**config.mk**
```make
export PLATFORM = sky130hd
export DESIGN_NAME = stream_push_writer_flat
export DESIGN_NICKNAME = d
export VERILOG_FILES = /design/src/rtl/lbm_pkg.sv /design/src/rtl/stream_push_writer_if.sv /design/src/rtl/neighbor_wrap.sv /design/src/rtl/pipeline.sv /design/src/rtl/stream_push_writer.sv /design/src/flat_wrapper.sv
export SDC_FILE = /design/constraint.sdc
export NUM_CORES = 1
export LEC_CHECK = 0
export CORE_MARGIN = 1.5
export CORE_UTILIZATION = 42
export CTS_CLUSTER_DIAMETER = 150
export DETAILED_ROUTE_END_ITERATION = 7
export PLACE_DENSITY = 0.73
export SYNTH_ARGS = -nofsm -noshare
export SYNTH_HDL_FRONTEND = slang
export SYNTH_SLANG_ARGS = --single-unit
```
**constraint.sdc**
```tcl
create_clock -name clk_in -period 10.19 [get_ports clk_in]
set_input_delay 1.5285 -clock clk_in [delete_from_list [all_inputs] [get_ports clk_in]]
set_output_delay 1.5285 -clock clk_in [all_outputs]
set_load 0.01 [all_outputs]
```
**src/rtl/lbm_pkg.sv**
```systemverilog
// Shared lattice definitions: direction ordering, per-direction unit steps and
// the writer's state encoding.
package lbm_pkg;

    typedef enum logic [3:0] {
        DIR_C, DIR_N, DIR_NE, DIR_E, DIR_SE, DIR_S, DIR_SW, DIR_W, DIR_NW
    } dir_e;

    localparam int NUM_DIRS = 9;

    typedef logic signed [1:0] step_t;

    localparam step_t STEP_NEG  = 2'sb11;
    localparam step_t STEP_ZERO = 2'sb00;
    localparam step_t STEP_POS  = 2'sb01;

    // North is vert-1, east is hor+1.
    localparam step_t DIR_DX [NUM_DIRS] = '{
        STEP_ZERO, STEP_ZERO, STEP_POS, STEP_POS, STEP_POS,
        STEP_ZERO, STEP_NEG,  STEP_NEG, STEP_NEG
    };
    localparam step_t DIR_DY [NUM_DIRS] = '{
        STEP_ZERO, STEP_NEG, STEP_NEG, STEP_ZERO, STEP_POS,
        STEP_POS,  STEP_POS, STEP_ZERO, STEP_NEG
    };

    typedef logic [1:0] state_t;

    localparam state_t ST_IDLE   = 2'd0;
    localparam state_t ST_ACTIVE = 2'd1;
    localparam state_t ST_DRAIN  = 2'd2;
    localparam state_t ST_DONE   = 2'd3;

endpackage

```
**src/rtl/stream_push_writer_if.sv**
```systemverilog
// Cell input stream and per-direction BRAM write bus of the push writer.
interface stream_push_writer_if #(
    parameter int HPIXELS    = 4,
    parameter int VPIXELS    = 3,
    parameter int DATA_WIDTH = 16
);
    localparam int HOR_SIZE  = $clog2(HPIXELS);
    localparam int VERT_SIZE = $clog2(VPIXELS);
    localparam int BRAM_SIZE = $clog2(HPIXELS * VPIXELS);

    logic                              valid_in;
    logic                              ready_out;
    logic [HOR_SIZE-1:0]               hor_in;
    logic [VERT_SIZE-1:0]              vert_in;
    logic [8:0][DATA_WIDTH-1:0]        f_in;
    logic [8:0]                        we_out;
    logic [8:0][BRAM_SIZE-1:0]         addr_out;
    logic [8:0][DATA_WIDTH-1:0]        data_out;

    modport master (
        output valid_in, hor_in, vert_in, f_in,
        input  ready_out, we_out, addr_out, data_out
    );

    modport slave (
        input  valid_in, hor_in, vert_in, f_in,
        output ready_out, we_out, addr_out, data_out
    );

endinterface

```
**src/rtl/neighbor_wrap.sv**
```systemverilog
// Combinational neighbor address: steps (hor, vert) by (dx, dy) with periodic
// wrap and returns vert*HPIXELS + hor.
module neighbor_wrap
    import lbm_pkg::*;
#(
    parameter int HPIXELS = 4,
    parameter int VPIXELS = 3,
    localparam int HOR_SIZE  = $clog2(HPIXELS),
    localparam int VERT_SIZE = $clog2(VPIXELS),
    localparam int BRAM_SIZE = $clog2(HPIXELS * VPIXELS)
) (
    input  logic [HOR_SIZE-1:0]  hor_in,
    input  logic [VERT_SIZE-1:0] vert_in,
    input  step_t                dx_in,
    input  step_t                dy_in,
    output logic [BRAM_SIZE-1:0] addr_out
);

    logic [HOR_SIZE-1:0]  hor_n;
    logic [VERT_SIZE-1:0] vert_n;

    always_comb begin
        hor_n = hor_in;
        if (dx_in == STEP_POS) begin
            hor_n = (hor_in == HOR_SIZE'(HPIXELS - 1)) ? '0 : hor_in + HOR_SIZE'(1);
        end else if (dx_in == STEP_NEG) begin
            hor_n = (hor_in == '0) ? HOR_SIZE'(HPIXELS - 1) : hor_in - HOR_SIZE'(1);
        end
    end

    always_comb begin
        vert_n = vert_in;
        if (dy_in == STEP_POS) begin
            vert_n = (vert_in == VERT_SIZE'(VPIXELS - 1)) ? '0 : vert_in + VERT_SIZE'(1);
        end else if (dy_in == STEP_NEG) begin
            vert_n = (vert_in == '0) ? VERT_SIZE'(VPIXELS - 1) : vert_in - VERT_SIZE'(1);
        end
    end

    assign addr_out = BRAM_SIZE'(vert_n) * BRAM_SIZE'(HPIXELS) + BRAM_SIZE'(hor_n);

endmodule

```
**src/rtl/pipeline.sv**
```systemverilog
// Fixed-depth register delay line; reset clears every stage so nothing in
// flight survives a reset.
module pipeline #(
    parameter int WIDTH = 1,
    parameter int DEPTH = 1
) (
    input  logic             clk_in,
    input  logic             rst_in,
    input  logic [WIDTH-1:0] d_in,
    output logic [WIDTH-1:0] q_out
);

    logic [DEPTH-1:0][WIDTH-1:0] stage_q;

    always_ff @(posedge clk_in or posedge rst_in) begin
        if (rst_in) begin
            stage_q <= '0;
        end else begin
            stage_q[0] <= d_in;
            for (int i = 1; i < DEPTH; i++) begin
                stage_q[i] <= stage_q[i-1];
            end
        end
    end

    assign q_out = stage_q[DEPTH-1];

endmodule

```
**src/rtl/stream_push_writer.sv**
```systemverilog
// Streaming write side: pushes each accepted cell's nine values to their
// wrapped neighbor addresses and sequences one frame sweep per start.
//
// state  | meaning
// IDLE   | waiting for start_in
// ACTIVE | accepting cells until HPIXELS*VPIXELS have been taken
// DRAIN  | letting the last LATENCY writes leave the pipeline
// DONE   | one cycle; frame_done_out and bank flip on leaving
module stream_push_writer
    import lbm_pkg::*;
#(
    parameter int HPIXELS    = 4,
    parameter int VPIXELS    = 3,
    parameter int DATA_WIDTH = 16,
    parameter int LATENCY    = 2
) (
    input  logic                 clk_in,
    input  logic                 rst_in,
    input  logic                 start_in,
    stream_push_writer_if.slave  bus,
    output logic                 bank_out,
    output logic                 busy_out,
    output logic                 frame_done_out,
    output logic                 error_out
);

    localparam int HOR_SIZE  = $clog2(HPIXELS);
    localparam int VERT_SIZE = $clog2(VPIXELS);
    localparam int BRAM_SIZE = $clog2(HPIXELS * VPIXELS);
    localparam int N_CELLS   = HPIXELS * VPIXELS;
    localparam int CNT_W     = $clog2(N_CELLS + 1);
    localparam int DRN_W     = $clog2(LATENCY + 1);
    localparam int PIPE_W    = 9 * (1 + BRAM_SIZE + DATA_WIDTH);

    localparam logic [HOR_SIZE:0]  HP_LIM = (HOR_SIZE + 1)'(HPIXELS);
    localparam logic [VERT_SIZE:0] VP_LIM = (VERT_SIZE + 1)'(VPIXELS);

    state_t             state_q, state_d;
    logic [CNT_W-1:0]   cnt_q, cnt_d;
    logic [DRN_W-1:0]   drain_q, drain_d;
    logic               bank_q, bank_d;
    logic               done_q, done_d;
    logic               err_q, err_d;

    logic               ready;
    logic               accept;
    logic               in_range;
    logic               last_cell;
    logic [8:0]                  we_d;
    logic [8:0][BRAM_SIZE-1:0]   nb_addr;
    logic [PIPE_W-1:0]           pipe_d, pipe_q;

    assign ready     = (state_q == ST_ACTIVE);
    assign accept    = bus.valid_in & ready;
    assign in_range  = ({1'b0, bus.hor_in} < HP_LIM) && ({1'b0, bus.vert_in} < VP_LIM);
    assign last_cell = (cnt_q == CNT_W'(N_CELLS - 1));

    always_comb begin
        state_d = state_q;
        cnt_d   = cnt_q;
        drain_d = drain_q;
        bank_d  = bank_q;
        done_d  = 1'b0;
        err_d   = err_q;
        case (state_q)
            ST_IDLE: begin
                if (start_in) begin
                    state_d = ST_ACTIVE;
                    cnt_d   = '0;
                end
            end
            ST_ACTIVE: begin
                if (accept) begin
                    cnt_d = cnt_q + CNT_W'(1);
                    if (!in_range) err_d = 1'b1;
                    if (last_cell) begin
                        state_d = ST_DRAIN;
                        drain_d = DRN_W'(LATENCY - 1);
                    end
                end
            end
            ST_DRAIN: begin
                if (drain_q == '0) state_d = ST_DONE;
                else               drain_d = drain_q - DRN_W'(1);
            end
            ST_DONE: begin
                state_d = ST_IDLE;
                done_d  = 1'b1;
                bank_d  = ~bank_q;
            end
            default: state_d = ST_IDLE;
        endcase
    end

    always_ff @(posedge clk_in or posedge rst_in) begin
        if (rst_in) begin
            state_q <= ST_IDLE;
            cnt_q   <= '0;
            drain_q <= '0;
            bank_q  <= 1'b0;
            done_q  <= 1'b0;
            err_q   <= 1'b0;
        end else begin
            state_q <= state_d;
            cnt_q   <= cnt_d;
            drain_q <= drain_d;
            bank_q  <= bank_d;
            done_q  <= done_d;
            err_q   <= err_d;
        end
    end

    for (genvar i = 0; i < NUM_DIRS; i++) begin : g_dir
        neighbor_wrap #(
            .HPIXELS (HPIXELS),
            .VPIXELS (VPIXELS)
        ) u_wrap (
            .hor_in   (bus.hor_in),
            .vert_in  (bus.vert_in),
            .dx_in    (DIR_DX[i]),
            .dy_in    (DIR_DY[i]),
            .addr_out (nb_addr[i])
        );
    end

    // Idle cycles push zeros so the write bus reads back as zero between strobes.
    assign we_d   = {9{in_range}};
    assign pipe_d = accept ? {we_d, nb_addr, bus.f_in} : '0;

    pipeline #(
        .WIDTH (PIPE_W),
        .DEPTH (LATENCY)
    ) u_pipe (
        .clk_in (clk_in),
        .rst_in (rst_in),
        .d_in   (pipe_d),
        .q_out  (pipe_q)
    );

    assign {bus.we_out, bus.addr_out, bus.data_out} = pipe_q;
    assign bus.ready_out  = ready;
    assign bank_out       = bank_q;
    assign busy_out       = (state_q != ST_IDLE);
    assign frame_done_out = done_q;
    assign error_out      = err_q;

endmodule
```
**src/flat_wrapper.sv**
```systemverilog
// flat-port wrapper written by rule: the top's interface ports become plain ports
module stream_push_writer_flat import lbm_pkg::*;
#(
    parameter int HPIXELS    = 4,
    parameter int VPIXELS    = 3,
    parameter int DATA_WIDTH = 16,
    parameter int LATENCY    = 2
)
  (clk_in, rst_in, start_in, bank_out, busy_out, frame_done_out, error_out, bus_valid_in, bus_hor_in, bus_vert_in, bus_f_in, bus_ready_out, bus_we_out, bus_addr_out, bus_data_out);
  stream_push_writer_if #(.HPIXELS(HPIXELS), .VPIXELS(VPIXELS), .DATA_WIDTH(DATA_WIDTH)) bus_i ();
  input  logic clk_in;
  input  logic rst_in;
  input  logic start_in;
  output logic bank_out;
  output logic busy_out;
  output logic frame_done_out;
  output logic error_out;
  input wire logic [$bits(bus_i.valid_in)-1:0] bus_valid_in;
  input wire logic [$bits(bus_i.hor_in)-1:0] bus_hor_in;
  input wire logic [$bits(bus_i.vert_in)-1:0] bus_vert_in;
  input wire logic [$bits(bus_i.f_in)-1:0] bus_f_in;
  output wire logic [$bits(bus_i.ready_out)-1:0] bus_ready_out;
  output wire logic [$bits(bus_i.we_out)-1:0] bus_we_out;
  output wire logic [$bits(bus_i.addr_out)-1:0] bus_addr_out;
  output wire logic [$bits(bus_i.data_out)-1:0] bus_data_out;
  assign bus_i.valid_in = bus_valid_in;
  assign bus_i.hor_in = bus_hor_in;
  assign bus_i.vert_in = bus_vert_in;
  assign bus_i.f_in = bus_f_in;
  assign bus_ready_out = bus_i.ready_out;
  assign bus_we_out = bus_i.we_out;
  assign bus_addr_out = bus_i.addr_out;
  assign bus_data_out = bus_i.data_out;
  stream_push_writer #(.HPIXELS(HPIXELS), .VPIXELS(VPIXELS), .DATA_WIDTH(DATA_WIDTH), .LATENCY(LATENCY)) u_core (.clk_in(clk_in), .rst_in(rst_in), .start_in(start_in), .bus(bus_i), .bank_out(bank_out), .busy_out(busy_out), .frame_done_out(frame_done_out), .error_out(error_out));
endmodule
```
; Yosys cells after proc, flatten, opt, wreduce, memory -nomap -nowiden
; Index checks and enable logic that the tools add are counted.
[word_totals]
regBits = 389
latchBits = 0
ramBits = 0
rom_bits = 0
in_bits = 152
out_inout_bits = 194
elab_cells = 67
n_memories = 0
[op_classes]
addsub = 15
n_mul = 0
n_div = 0
magnitude_cmp = 1
n_eq_ne = 11
n_shift = 0
n_mux = 18
bitwise_logic = 3
n_reduce_logical = 11
[ops]
columns = cell, n
row1 = $mux 189, 1
row2 = $add 4x2->4, 9
row3 = $mux 2, 11
row4 = $eq 2x2->1 const B, 4
row5 = $logic_not 2->1, 4
row6 = $mux 4, 2
row7 = $ne 2x2->1 const B, 4
row8 = $pmux 2 s4, 1
row9 = $pmux 4 s2, 1
row10 = $reduce_and 4->1, 2
row11 = $reduce_and 3->1, 2
row12 = $reduce_bool 2->1, 3
row13 = $sub 2x1->2 const B, 3
row14 = $add 2x1->2 const B, 2
row15 = $add 4x1->4 const B, 1
row16 = $eq 4x4->1 const B, 1
row17 = $pmux 2 s2, 1
row18 = $eq 2x1->1 const B, 1
row19 = $lt 2x2->1 const B, 1
row20 = $ne 2x1->1 const B, 1
row21 = $not 1->1, 2
row22 = $and 1x1->1, 1
row23 = $mux 1, 1

; Longest topological paths before layout
; Gate-level depths: netlist of the first run.
[depth]
word_depth = 4
mapped_depth = 6
depth_no_buf = 5

; Modules after synthesis
; From an unflattened synthesis of the first run, not the netlist that was laid out.
[unflattened]
hier_cells = 1068
area_unflattened_um2 = 14402.6
[modules_own_cells]
columns = mod, instances, cells_each, area_each_um2, seq_area_each_um2
row1 = pipeline, 1, 568, 10881.7, 9459.1
row2 = stream_push_writer, 1, 293, 2011.9, 275.3
row3 = neighbor_wrap, 9, 23, 167.7, 0.0

; Least setup slack after synthesis of the first run
; OpenSTA, ideal clock, no wires.
[synth_path]
kind = register to output
startpoint = register u_core.state_q[0]
endpoint = output port busy_out
arrival_time_ns = 0.827
t_required_ns = 8.661
setup_slack_ns = 7.835
path_stages_with_launch = 4
path_buffers = 0
path_cell_list = dfrtp_1 > inv_1 > ha_1 > inv_1
[synth_via]
elab_chain_cells = 1
[synth_rtl]
columns = element, line_no
row1 = start: declaration, stream_push_writer.sv:38  ; state_t state_q, state_d;
row2 = start signal: assignment, stream_push_writer.sv:104  ; state_q <= state_d;
row3 = $reduce_bool 2->1, stream_push_writer.sv:143  ; assign busy_out = (state_q != ST_IDLE);
row4 = end: declaration, flat_wrapper.sv:15  ; output logic busy_out;
; Every way passes these cells.

; Final worst setup path of the first run
[layout_path]
startpoint = register u_core.state_q[1]
endpoint = output port bus_ready_out
[layout_via]
elab_chain_cells = 1
[layout_rtl]
columns = element, line_no
row1 = $eq 2x1->1, stream_push_writer.sv:53  ; assign ready = (state_q == ST_ACTIVE);
row2 = end: declaration, flat_wrapper.sv:22  ; output wire logic [$bits(bus_i.ready_out)-1:0] bus_ready_out;
; Every way passes these cells.

==> results.sh, run 1 <==
export IMPL_leakage_uw=0.007477
export IMPL_wl_met3_um=1134
export IMPL_gr_total_overflow=0
export IMPL_start_kind="register"
export IMPL_fmax_mhz=266.8
export IMPL_synth_cell_types=36
export IMPL_synth_compound_area_frac=0.009964
export IMPL_yosysSeqAreaShare=0.7277
export IMPL_cts_tree="done"
export IMPL_r2r_start="u_core.state_q[1]"
export IMPL_cp_num_buf_inv=2
export IMPL_synthArstFlopShare=1.000
export IMPL_synth_xor_xnor_area_share=0.0007837
export IMPL_holdCritPathClass="register to register"
export IMPL_top_layer="met4"
export IMPL_dp_hpwl_um=15300
export IMPL_pwr_density_cell_mw_per_mm2=231.4
export IMPL_fin_skew_ps=5.539
export IMPL_path_class="register to primary output"
export IMPL_ant_nets=0
export IMPL_rsz0062_at_grt="no"
export IMPL_clk_pin_slew_ps=60
export IMPL_fp_row_count=59
export IMPL_dr_pass1_iters=4
export IMPL_synth_edff_count=0
export IMPL_cts_setup_buffers=0
export IMPL_post_synth_top_area_cell="dfrtp_1"
export IMPL_synth_fp_nets=939
export IMPL_yosysWarnings=0
export IMPL_coreArea_mm2=0.02606
export IMPL_ctsHoldBuffers=0
export IMPL_wl_met2_um=11640
export IMPL_critPathTopFamily="buffers and inverters"
export IMPL_synth_flop_cell="dfrtp_1"
export IMPL_min_period_over_period=0.3678
export IMPL_io_buffers=345
export IMPL_ir_drop_mv=0.2079
export IMPL_antenna_found_initial=1
export IMPL_clock_path_buffers=3
export IMPL_avgRoutedWirePerCell_um=17.65
export IMPL_grt_max_degree=170
export IMPL_fin_area_mm2=0.01466
export IMPL_drt_met1_wl_um=9303
export IMPL_drv_slew=0
export IMPL_synth_top_area_frac=0.7277
export IMPL_yosysMostFrequentCell="dfrtp_1"
export IMPL_synth_cells=773
export IMPL_clkLatencyLatePin_ps=490
export IMPL_tns_ps=0
export IMPL_slowest_stage="clkdlybuf4s50_1"
export IMPL_min_period_ps=3748
export IMPL_tightest_slew_ps=1072
export IMPL_synth_common_cells="dfrtp_1 (325), buf_4 (190), and3_1 (148), clkbuf_1 (29), ha_1 (14)"
export IMPL_drv_cap=0
export IMPL_cp_max_fo=16
export IMPL_viasPerCell=4.447
export IMPL_grt_usage=0.1651
export IMPL_drc_errors=0
export IMPL_setup_viol=0
export IMPL_synthesis_area_mm2=0.01118
export IMPL_cts_resized_gates=0
export IMPL_avgSynthCellArea_um2=14.46
export IMPL_die_w_um=166.1
export IMPL_path_cells="inv_1 -> ha_1 -> clkdlybuf4s50_1"
export IMPL_synth_simple_area_share=0.1008
export IMPL_post_dp_cell_area_mm2=0.01356
export IMPL_min_delay_start="u_core.u_pipe.stage_q[57]"
export IMPL_ys_seq_elements=325
export IMPL_h_tree_depth=2
export IMPL_startpoint="u_core.state_q[1]"
export IMPL_hold_viol_final=0
export IMPL_r2r_setup_slack_ps=7750
export IMPL_required_ps=8660
export IMPL_num_vias=5754
export IMPL_drt_wl_total_um=22840
export IMPL_grt_pass1_vias=6067
export IMPL_clockRootBuffer="clkbuf_16"
export IMPL_synth_top_family_by_area="buffers and inverters"
export IMPL_area_delta_synth_final_pct=31.18
export IMPL_place_congestion=0.8180
export IMPL_outcome="finished, final reports clean"
export IMPL_maxSlewHeadroom=0.2836
export IMPL_grt_pass1_wl_um=35200
export IMPL_die_y_um=166.1
export IMPL_drive_gt1_frac=0.06785
export IMPL_start_util=0.4289
export IMPL_synth_area_leaders="dfrtp_1 (73%), buf_4 (13%), and3_1 (8.3%)"
export IMPL_finalNetCount=1102
export IMPL_cts_sinks=325
export IMPL_end_kind="primary output"
export IMPL_synthAdderAreaFrac=0.01567
export IMPL_cts_buffers=34
export IMPL_synthMuxAreaShare=0.001903
export IMPL_fp_dieArea_mm2=0.02760
export IMPL_num_io_pins=346
export IMPL_cp_slowest_stage_delay_ps=640
export IMPL_crit_arrival_ps=2220
export IMPL_drtIter0Drc=305
[per-stage QoR]
stage	cells	power, uW	util	hold WS [ps]	worst slack (ps)
final	1294	3392	0.5626	346.0	6442
after global routing	1294	3547	0.5626	351.0	6196
after CTS	1293	3443	0.5625	346.3	6412
after detailed placement	1235	2226	0.5202	334.7	5992
after global placement	1235	2202	0.5202	331.0	6072
after floorplan	773	1982	-	331.2	4325
[metal layers]
| layer | vias to the layer above | track usage |
|---|---|---|
| met5 | - | 0 |
| met1 | 2884 | 0.2038 |
| met3 | 46 | 0.03718 |
| met2 | 176 | 0.2812 |
| met4 | 0 | 0.06816 |
| li1 | 2648 | - |
[cells in the final DEF (no fill, tap or decap), drive strengths merged, types with 2 or more instances in the layout]
cell,n
clkinvlp,2
inv,12
dfrtp,325
a21oi,3
buf,6
nand2,6
clkbuf,48
nand3,3
o211ai,2
nor2b,2
bufinv,2
nor3,3
clkinv,6
nor2,10
and3,148
and2,2
nand4,2
clkdlybuf4s50,344
ha,14
[area by class of cell]
| class | count | area (um^2) |
|---|---|---|
| Sequential cell | 325 | 8133 |
| Tap cell | 335 | 419.2 |
| Timing Repair Buffer | 350 | 3501 |
| Fill cell | 2032 | 11400 |
| Clock buffer | 48 | 994.7 |
| Antenna cell | 1 | 2.502 |
| Multi-Input combinational cell | 213 | 1455 |
| Inverter | 12 | 48.80 |
| Clock inverter | 10 | 106.4 |
[registers in the layout, summed over array words and instances (netlist names)]
signal	count
u_core.u_pipe.q_out	157
u_core.frame_done_out	1
u_core.state_q	2
u_core.u_pipe.stage_q	157
u_core.error_out	1
u_core.drain_q	2
u_core.bank_out	1
u_core.cnt_q	4
[cells by family after synthesis]
logic type                 Yosys count
muxes                                2
xor gates and xnor gates             1
and+or+nand+nor                    182
DFF                                325
buffers and inverters              235
adders and majority gates           14
AOI/OAI and AO/OA                   14
[final timing paths]
| check | endpoint | cells past startpoint |
|---|---|---|
| max in group asynchronous | u_core.u_pipe.q_out[51] | 4 |
| hold / removal | u_core.u_pipe.q_out[57] | 0 |
| hold reg to reg | u_core.u_pipe.q_out[57] | 0 |
| setup reg to reg | u_core.u_pipe.stage_q[160] | 5 |
| setup / recovery | bus_ready_out | 3 |
| min in group asynchronous | u_core.u_pipe.q_out[89] | 2 |
[report_power, final]
part / internal [uW] / switching, uW / total, uW
Sequential: 1480 / 70.9 / 1550
Combinational: 338 / 303 / 641
Clock: 730 / 473 / 1200
Note: power is estimated with default switching activity, not from simulation.
==> run 2: changes to the inputs <==
CORE_UTILIZATION = 46   (was 42)
PLACE_DENSITY = 0.76   (was 0.73)
clock period = 3.8 ns   (was 10.19 ns; I/O delays follow)
==> results.sh, run 2 (synthesis gave the netlist of run 1 again) <==
export IMPL_outcome="finished, final reports clean"
export IMPL_leakage_uw=0.007472
export IMPL_min_period_over_period=0.7546
export IMPL_fin_hold_ws_ps=338.9
export IMPL_h_tree_depth=1
export IMPL_start_util=0.4719
export IMPL_final_common_cell="clkdlybuf4s50_1"
export IMPL_clk_pin_slew_ps=70
export IMPL_pre_cts_slack_ps=1507
export IMPL_holdCritPathClass="register to register"
export IMPL_setup_ws_ps=932.6
export IMPL_pwr_density_cell_mw_per_mm2=617.9
export IMPL_io_buffers=345
export IMPL_place_congestion=0.7930
export IMPL_die_y_um=158.9
export IMPL_area_delta_synth_final_pct=31.11
export IMPL_final_cell_mix="clkdlybuf4s50_1 (344), dfrtp_1 (325), and3_1 (148)"
export IMPL_drv_cap=0
export IMPL_ant_nets=0
export IMPL_finalNetCount=1101
export IMPL_antenna_found_initial=3
export IMPL_setup_viol=0
export IMPL_min_delay_start="u_core.u_pipe.stage_q[50]"
export IMPL_wl_met3_um=1159
export IMPL_grt_usage=0.1889
export IMPL_drive_gt1_frac=0.07292
export IMPL_dp_hpwl_um=16240
export IMPL_hold_viol_final=0
export IMPL_end_kind="primary output"
export IMPL_cts_buffers=31
export IMPL_drv_slew=0
export IMPL_crit_arrival_ps=2300
export IMPL_gr_total_overflow=0
export IMPL_fp_row_count=56
export IMPL_grt_pass1_vias=6267
export IMPL_cts_sinks=325
export IMPL_startpoint="u_core.state_q[1]"
export IMPL_num_io_pins=346
export IMPL_coreArea_mm2=0.02368
export IMPL_path_class="register to primary output"
export IMPL_avgRoutedWirePerCell_um=18.40
export IMPL_drt_met1_wl_um=9013
export IMPL_r2r_start="u_core.state_q[1]"
export IMPL_start_kind="register"
export IMPL_tns_ps=0
export IMPL_drtIter0Drc=292
export IMPL_min_period_ps=2867
export IMPL_cts_setup_buffers=0
export IMPL_grt_max_degree=101
export IMPL_die_w_um=158.9
export IMPL_tightest_slew_ps=719.4
export IMPL_top_layer="met5"
export IMPL_maxSlewHeadroom=0.5204
export IMPL_ctsHoldBuffers=0
export IMPL_fp_dieArea_mm2=0.02524
export IMPL_num_vias=5844
export IMPL_clock_path_buffers=3
export IMPL_cp_max_fo=16
export IMPL_ir_drop_mv=0.5913
export IMPL_viasPerCell=4.562
export IMPL_fmax_mhz=348.8
export IMPL_drc_errors=0
export IMPL_cts_resized_gates=0
export IMPL_drt_wl_total_um=23570
export IMPL_wl_met2_um=12870
export IMPL_cts_tree="done"
export IMPL_dr_pass1_iters=4
export IMPL_required_ps=3230
export IMPL_grt_pass1_wl_um=36910
export IMPL_fin_skew_ps=20.07
export IMPL_rsz0062_at_grt="no"
export IMPL_clkLatencyLatePin_ps=550
export IMPL_clockRootBuffer="clkbuf_16"
## run 2: cell types whose count changed in the layout (fill, tap and decap cells not counted)
cell        change
buf_12          +2
bufinv_16       +2
clkbuf_1        -3
clkbuf_16       -4
clkbuf_8        -3
clkinv_2        +1
clkinv_4        +2
clkinvlp_4      +3
diode_2         +1
inv_6           +2
## run 2: final timing paths
path	end	slack (ps)	cells after the start
worst max-delay path	bus_ready_out	930	3
worst min-delay path	u_core.u_pipe.q_out[50]	340	0
worst max register to register	u_core.u_pipe.stage_q[110]	1790	4
worst min register to register	u_core.u_pipe.q_out[50]	340	0
max in group asynchronous	u_core.u_pipe.stage_q[101]	2480	3
min in group asynchronous	u_core.u_pipe.stage_q[90]	420	2
## run 2: routing by layer
metal	vias up	global-route usage
li1	2651	-
met1	2974	0.2267
met2	172	0.3447
met3	45	0.03631
met4	2	0.05403
met5	-	0
## run 2: layout make-up
type	instances	area [um^2]
fill	1798	9030
sequential	325	8133
timing repair buffer	352	3541
multi-input combinational	213	1455
clock buffer	38	842.1
tap	319	399.1
clock inverter	20	229.0
inverter	12	48.80
antenna	2	5.005
## run 2: worst max-delay path, cell delays in order (launching register included)
cell and delay, ps:
dfrtp_1 410, inv_1 170, ha_1 530, clkdlybuf4s50_1 640
## run 2: power by group
group	internal, uW	switching, uW
Sequential	3960	196
Combinational	917	835
Clock	1860	1280
Total	6740	2320
## run 2: per-stage QoR
step	instances	utilization	cell area, um^2	power, uW
2_1_floorplan	773	-	11180	5315
3_3_place_gp	1221	0.5733	13580	5908
3_5_place_dp	1221	0.5733	13580	5996
4_1_cts	1279	0.6185	14650	9160
5_1_grt	1279	0.6185	14650	9478
6_report	1281	0.6187	14650	9053
